[config.mk]
export PLATFORM = sky130hd
export DESIGN_NAME = wb_data_cache_controller_flat
export DESIGN_NICKNAME = d
export VERILOG_FILES = /design/src/rtl/dcache_pkg.sv /design/src/rtl/wb_data_cache_controller_if.sv /design/src/rtl/dcache_word_counter.sv /design/src/rtl/wb_data_cache_controller.sv /design/src/flat_wrapper.sv
export SDC_FILE = /design/constraint.sdc
export NUM_CORES = 1
export LEC_CHECK = 0
export ABC_AREA = 0
export BUFFER_PORTS_ARGS = -buffer_cell sky130_fd_sc_hd__clkbuf_2
export CORE_AREA = 3 3 40 42
export DETAILED_ROUTE_END_ITERATION = 16
export DIE_AREA = 0 0 43 45
export MAX_ROUTING_LAYER = met4
export SYNTH_ARGS = -nofsm -noshare
export SYNTH_HDL_FRONTEND = slang
export SYNTH_SLANG_ARGS = --single-unit
[constraint.sdc]
create_clock -name clk -period 2.9 [get_ports clk]
set_input_delay 0.29 -clock clk [delete_from_list [all_inputs] [get_ports clk]]
set_output_delay 0.29 -clock clk [all_outputs]
set_load 0.1 [all_outputs]
[src/rtl/dcache_pkg.sv]
// dcache_pkg: cache-controller state encoding shared with the instruction-cache controller.
package dcache_pkg;
   typedef enum logic [1:0] {READY, WRITEBACK, FILL} state_t;
endpackage

[src/rtl/wb_data_cache_controller_if.sv]
// wb_data_cache_controller_if: CPU/cache/memory control signals of the data-cache controller.
interface wb_data_cache_controller_if #(parameter int WOB = 2);
   logic re, we, hit, dirty, busready;
   logic stall, memread, memwrite, cwe, cachesrc, setdirty, setvalid, wbaddr;
   logic [WOB-1:0] wordcount;
   modport master (
      output re, we, hit, dirty, busready,
      input  stall, memread, memwrite, cwe, cachesrc, setdirty, setvalid, wbaddr, wordcount
   );
   modport slave (
      input  re, we, hit, dirty, busready,
      output stall, memread, memwrite, cwe, cachesrc, setdirty, setvalid, wbaddr, wordcount
   );
endinterface

[src/rtl/dcache_word_counter.sv]
// dcache_word_counter: word offset of the current line transfer; wraps naturally after the last word.
module dcache_word_counter #(parameter int WOB = 2) (
   input  logic           clk,
   input  logic           reset,
   input  logic           clear,
   input  logic           inc,
   output logic [WOB-1:0] count,
   output logic           last
);
   always_ff @(posedge clk)
      count <= (reset | clear) ? '0 : inc ? count + 1'b1 : count;
   assign last = &count;
endmodule

[src/rtl/wb_data_cache_controller.sv]
// wb_data_cache_controller: write-back, write-allocate data-cache control FSM.
module wb_data_cache_controller
   import dcache_pkg::*;
#(parameter int BLOCKWORDS = 4) (
   input logic clk,
   input logic reset,
   wb_data_cache_controller_if.slave bus
);
   localparam int WOB = $clog2(BLOCKWORDS);
   state_t state;
   logic rdy, fill, last, req, miss, st_hit, done;
   assign rdy    = state == READY;
   assign fill   = state == FILL;
   assign req    = bus.re | bus.we;
   assign miss   = rdy & req & ~bus.hit;
   assign st_hit = rdy & bus.we & bus.hit;
   assign done   = fill & bus.busready & last;
   // Holding the counter clear in READY guarantees offset 0 on every transfer entry.
   dcache_word_counter #(.WOB(WOB)) u_cnt (
      .clk(clk),
      .reset(reset),
      .clear(rdy),
      .inc(~rdy & bus.busready),
      .count(bus.wordcount),
      .last(last)
   );
   always_ff @(posedge clk)
      state <= reset ? READY :
               rdy ? (miss ? (bus.dirty ? WRITEBACK : FILL) : READY) :
               (bus.busready & last) ? (fill ? READY : FILL) : state;
   assign bus.stall    = ~rdy | miss;
   assign bus.memwrite = state == WRITEBACK;
   assign bus.wbaddr   = state == WRITEBACK;
   assign bus.memread  = fill;
   assign bus.cachesrc = fill;
   assign bus.cwe      = fill ? bus.busready : st_hit;
   assign bus.setdirty = st_hit | done;
   assign bus.setvalid = done;
endmodule

[src/flat_wrapper.sv]
// flat-port wrapper written by rule: the top's interface ports become plain ports
module wb_data_cache_controller_flat import dcache_pkg::*;
#(parameter int BLOCKWORDS = 4)
  (clk, reset, bus_re, bus_we, bus_hit, bus_dirty, bus_busready, bus_stall, bus_memread, bus_memwrite, bus_cwe, bus_cachesrc, bus_setdirty, bus_setvalid, bus_wbaddr, bus_wordcount);
  wb_data_cache_controller_if #(.WOB(2)) bus_i ();
  input logic clk;
  input logic reset;
  input wire logic [$bits(bus_i.re)-1:0] bus_re;
  input wire logic [$bits(bus_i.we)-1:0] bus_we;
  input wire logic [$bits(bus_i.hit)-1:0] bus_hit;
  input wire logic [$bits(bus_i.dirty)-1:0] bus_dirty;
  input wire logic [$bits(bus_i.busready)-1:0] bus_busready;
  output wire logic [$bits(bus_i.stall)-1:0] bus_stall;
  output wire logic [$bits(bus_i.memread)-1:0] bus_memread;
  output wire logic [$bits(bus_i.memwrite)-1:0] bus_memwrite;
  output wire logic [$bits(bus_i.cwe)-1:0] bus_cwe;
  output wire logic [$bits(bus_i.cachesrc)-1:0] bus_cachesrc;
  output wire logic [$bits(bus_i.setdirty)-1:0] bus_setdirty;
  output wire logic [$bits(bus_i.setvalid)-1:0] bus_setvalid;
  output wire logic [$bits(bus_i.wbaddr)-1:0] bus_wbaddr;
  output wire logic [$bits(bus_i.wordcount)-1:0] bus_wordcount;
  assign bus_i.re = bus_re;
  assign bus_i.we = bus_we;
  assign bus_i.hit = bus_hit;
  assign bus_i.dirty = bus_dirty;
  assign bus_i.busready = bus_busready;
  assign bus_stall = bus_i.stall;
  assign bus_memread = bus_i.memread;
  assign bus_memwrite = bus_i.memwrite;
  assign bus_cwe = bus_i.cwe;
  assign bus_cachesrc = bus_i.cachesrc;
  assign bus_setdirty = bus_i.setdirty;
  assign bus_setvalid = bus_i.setvalid;
  assign bus_wbaddr = bus_i.wbaddr;
  assign bus_wordcount = bus_i.wordcount;
  wb_data_cache_controller #(.BLOCKWORDS(BLOCKWORDS)) u_core (.clk(clk), .reset(reset), .bus(bus_i));
endmodule
**Yosys cells after proc, flatten, opt, wreduce, memory -nomap -nowiden**

Index checks and enable logic that the tools add are counted.

- Flip-flop bits (word level): 4
- Logic and storage cells: 28
- Input port bits: 7

- Bitwise logic cells: 14
- Mux-type cells: 6
- Reduce and logical (&&, ||, !) cells: 3
- Add/subtract/negate cells: 1
- Eq/ne operators: 2

Operators with widths:

| kind | count |
|---|---|
| $mux W2 | 5 |
| $and A1 B1 Y1 | 8 |
| $or A1 B1 Y1 | 4 |
| $add A2 B1 Y2 const B | 1 |
| $eq A2 B1 Y1 const B | 1 |
| $eq A2 B2 Y1 const B | 1 |
| $logic_not A2 Y1 | 1 |
| $not A1 Y1 | 2 |
| $reduce_and A2 Y1 | 1 |
| $reduce_bool A2 Y1 | 1 |
| $mux W1 | 1 |

**Longest topological paths before layout**

- Word-level depth: 5
- Mapped depth: 4
- Gate-level depth less buffers: 4

**By module**

A second synthesis with hierarchy kept.

- Cell total of the unflattened synthesis: 30
- Area, all modules: 269.0 µm²

Modules (own cells, without submodules):

| module | times used | area each (µm²) | seq. area each (µm²) | cells an instance |
|---|---|---|---|---|
| wb_data_cache_controller | 1 | 177.7 | 40.0 | 23 |
| dcache_word_counter | 1 | 91.3 | 40.0 | 7 |

**Worst setup path after synthesis**

No wires, ideal clock.

- Kind: flip-flop to output port
- Start: register u_core.u_cnt.count[0]
- End: output port bus_setdirty
- Setup slack: -0.239 ns
- Path buffers: 0
- Arrival: 2.849 ns
- Cell stages (with the launch flop): 4
- Cell sequence: dfxtp_1 ha_1 nand3_1 a21oi_1

- Cells in the longest elaborated chain, start to end: 3

RTL lines:

| what | line | RTL |
|---|---|---|
| start, declared | dcache_word_counter.sv:7 | `output logic [WOB-1:0] count,` |
| start signal, assigned | dcache_word_counter.sv:11 | `count <= (reset \| clear) ? '0 : inc ? count + 1'b1 : count;` |
| $reduce_and A2 Y1 | dcache_word_counter.sv:12 | `assign last = &count;` |
| $and A1 B1 Y1 | wb_data_cache_controller.sv:17 | `assign done = fill & bus.busready & last;` |
| $or A1 B1 Y1 | wb_data_cache_controller.sv:37 | `assign bus.setdirty = st_hit \| done;` |
| end, declared | flat_wrapper.sv:18 | `output wire logic [$bits(bus_i.setdirty)-1:0] bus_setdirty;` |

No other way between the ends.

**Worst setup path after layout**

- Start: register u_core.state[1]
- End: output port bus_setvalid

- Cells in the longest elaborated chain, start to end: 3

RTL lines:

| what | line | RTL |
|---|---|---|
| start, declared | wb_data_cache_controller.sv:10 | `state_t state;` |
| start signal, assigned | wb_data_cache_controller.sv:28 | `state <= reset ? READY :` |
| $eq A2 B2 Y1 | wb_data_cache_controller.sv:13 | `assign fill = state == FILL;` |
| $and A1 B1 Y1 (2 in a row) | wb_data_cache_controller.sv:17 |  |
| end, declared | flat_wrapper.sv:19 | `output wire logic [$bits(bus_i.setvalid)-1:0] bus_setvalid;` |

No other way between the ends.

==> reports/qor.txt <==
status: finished, final reports clean
post-synth top area cell: dfxtp_1
area of the multi-input gates: 164 um^2
Worst setup SP type: flop
pwr dens: 634 mW/mm^2
Reg2Reg Depth: 2
fmax: 551 MHz
Slew @ Worst Pin: 0.545 ns
syn nets: 38
die area: 0.00194 mm^2
CP arrival: 1.52 ns
antenna diode count: 0
first-pass GRT wire length: 1180 um
mapped cell area: 258 um^2
Final WS setup: 1.09 ns
WL/cell: 11.5 um
Top delay family on crit path: flip-flops
clock-pin slew on the worst setup and hold paths: 0.04 ns
Final GP Congestion: 0.697
CP max-delay cell: dfxtp_1
Die X: 43 um
DR iter-0 viols: 1
Max FO, Critical Path: 9
initial antenna violation count: 0
post-CTS sizing: 0
Crit path required time: 2.61 ns
PortBufs: 16
crit-path max cell delay: 0.45 ns
syn_area_per_cell: 8.59 um^2
worst-path cell chain: nor2b_2, and3_1, clkbuf_2
Starting Density: 20.1%
total CTS buffers: 3
Primary FF master, synth: dfxtp_1
Root Driver: clkbuf_4
largest net degree at the start of global routing: 10
cell count after synthesis: 30
placeable core area: 0.00128 mm^2
crit path to: bus_setvalid
top cell type's share of synthesized area: 31.1%
CTS Buffer Depth: 2
row cnt: 13
r2r startpoint: u_core.state[0]
crit share post-route: 62.6%
Total Neg Setup Slack: 0 ns
antenna-violating nets left: 0
chip height: 45 um
yosys warns: 0
cts hold-fix bufs: 0
Reg power frac: 27.3%
Async SR Flop Fraction: 0%
WL final: 699 um
vias in the first global route: 279
# setup viols final: 0
max-cap violation count: 0
endpoints failing hold: 0
post-synthesis sequential area ratio: 31.1%
Post-DP Area: 343 um^2
# DRC: 0
peak supply drop: 0.201 mV
via count: 279
# nets final: 56
NetSw: 0.000110 W
CTS Sinks: 4
CP startpoint: u_core.state[1]
Overflow after GRT: 0
io pins: 17
WS Path Type: flop to output port
latest clock arrival within the worst-skew pair: 0.25 ns
GRT Total Usage: 9.17%
Vias per Instance: 4.57
Max Slew Vio Count: 0
Final Cell Area: 365 um^2
fill count: 156
top post-synthesis cells by area: dfxtp_1, a21oi_1, mux2i_1
Pre-antenna DRT Iters: 2
combinational fraction of design power: 41.3%
Max Clock Skew: 0.00830 ns
layout cells sized above 1: 47.8%
Yosys cell types: 17
CTS tree: yes
Slew Limit Headroom: 63.8%
Tmin final: 1.81 ns
Clock power frac: 31.4%
CP endpoint kind: output port
Post-Place Worst Slack: 1.33 ns
RSZ-0062 raised after global routing: false
Commonest cells post-synth: a21oi_1, dfxtp_1, nand2_1
worst hold path type: input pin to flop
Net Sw Frac: 47.5%
Reg-to-Reg End: u_core.state[1]
Seq. cell area: 80.1 um^2
EDFF count, synth: 0
Leak: 0.184 nW
P_int: 0.000122 W
Crit. path cell count: 3
crit path buf inv count: 1
Worst R2R Setup Slack: 1.77 ns
Seq cells post-synth: 4
layout overhead on the synthesized area: 41.7%
CTS H-tree depth: 1
Post-CTS Setup Repair Bufs: 0
-- state kept, by name, summed over array words and instances, names as in the netlist --
name / flops
u_core.state: 2
u_core.u_cnt.count: 2
-- worst min path at each step --
stage                     startpoint              end  slack [ns]  cells past startpoint
after floorplan                reset  u_core.state[0]        0.36                      1
after global placement         reset  u_core.state[0]        0.51                      2
after detailed placement       reset  u_core.state[0]        0.52                      2
after CTS                      reset  u_core.state[0]        0.26                      2
after global routing           reset  u_core.state[1]        0.28                      2
final                          reset  u_core.state[0]        0.25                      2
-- metrics by stage --
step / instances / hold slack, ns / utilization, % / power [W]
floorplan: 30 / 0.359 / - / 0.000145
global placement: 58 / 0.513 / 26.7 / 0.000159
detailed placement: 58 / 0.520 / 26.7 / 0.000160
CTS: 61 / 0.261 / 28.4 / 0.000234
global route: 61 / 0.278 / 28.4 / 0.000244
finish: 61 / 0.253 / 28.4 / 0.000231
-- power groups by stage --
stage	logic, W	registers, W	clock network [W]
global route	0.0000996	0.0000633	0.0000812
detailed placement	0.0000963	0.0000638	0
global placement	0.0000954	0.0000636	0
finish	0.0000957	0.0000631	0.0000727
floorplan	0.0000787	0.0000667	0
CTS	0.0000964	0.0000628	0.0000746
-- placed cells by master (no fill, tap or decap), types with 2 or more instances in the layout --
cell type,instances
a21oi_1,3
clkbuf_2,16
clkbuf_4,3
dfxtp_1,4
mux2i_1,2
nand2_1,4
nor3_1,2
-- cell families after synthesis --
group / Yosys count / synth area share [%]
XOR/XNOR: 1 / 3.40
adder cells (fa/ha/maj): 1 / 4.85
buffers and inverters: 3 / 7.76
AND/OR/NAND/NOR: 14 / 30.1
AO/OA/AOI/OAI: 5 / 15.0
flip-flops: 4 / 31.1
multiplexers: 2 / 7.77
-- final cells by class --
class                      instances  area share [%]
clock buffer                       3            6.16
tap                               15            5.14
multi-input combinational         23            44.9
sequential                         4            21.9
timing repair buffer              16            21.9
-- worst register-to-register path, cell delays in order (launching register included) --
cell and delay (ns):
dfxtp_1 0.38, or4_1 0.53, a21oi_1 0.15
-- metal layers --
metal / part of all wire (%) / up-vias / GRT usage [%]
li1: - / 137 / -
met1: 38 / 128 / 7.93
met2: 50 / 12 / 13.8
met3: 11 / 2 / 7.57
met4: 1.3 / 0 / 5.42
met5: 0 / - / -
(Power assumes the default switching activity.)
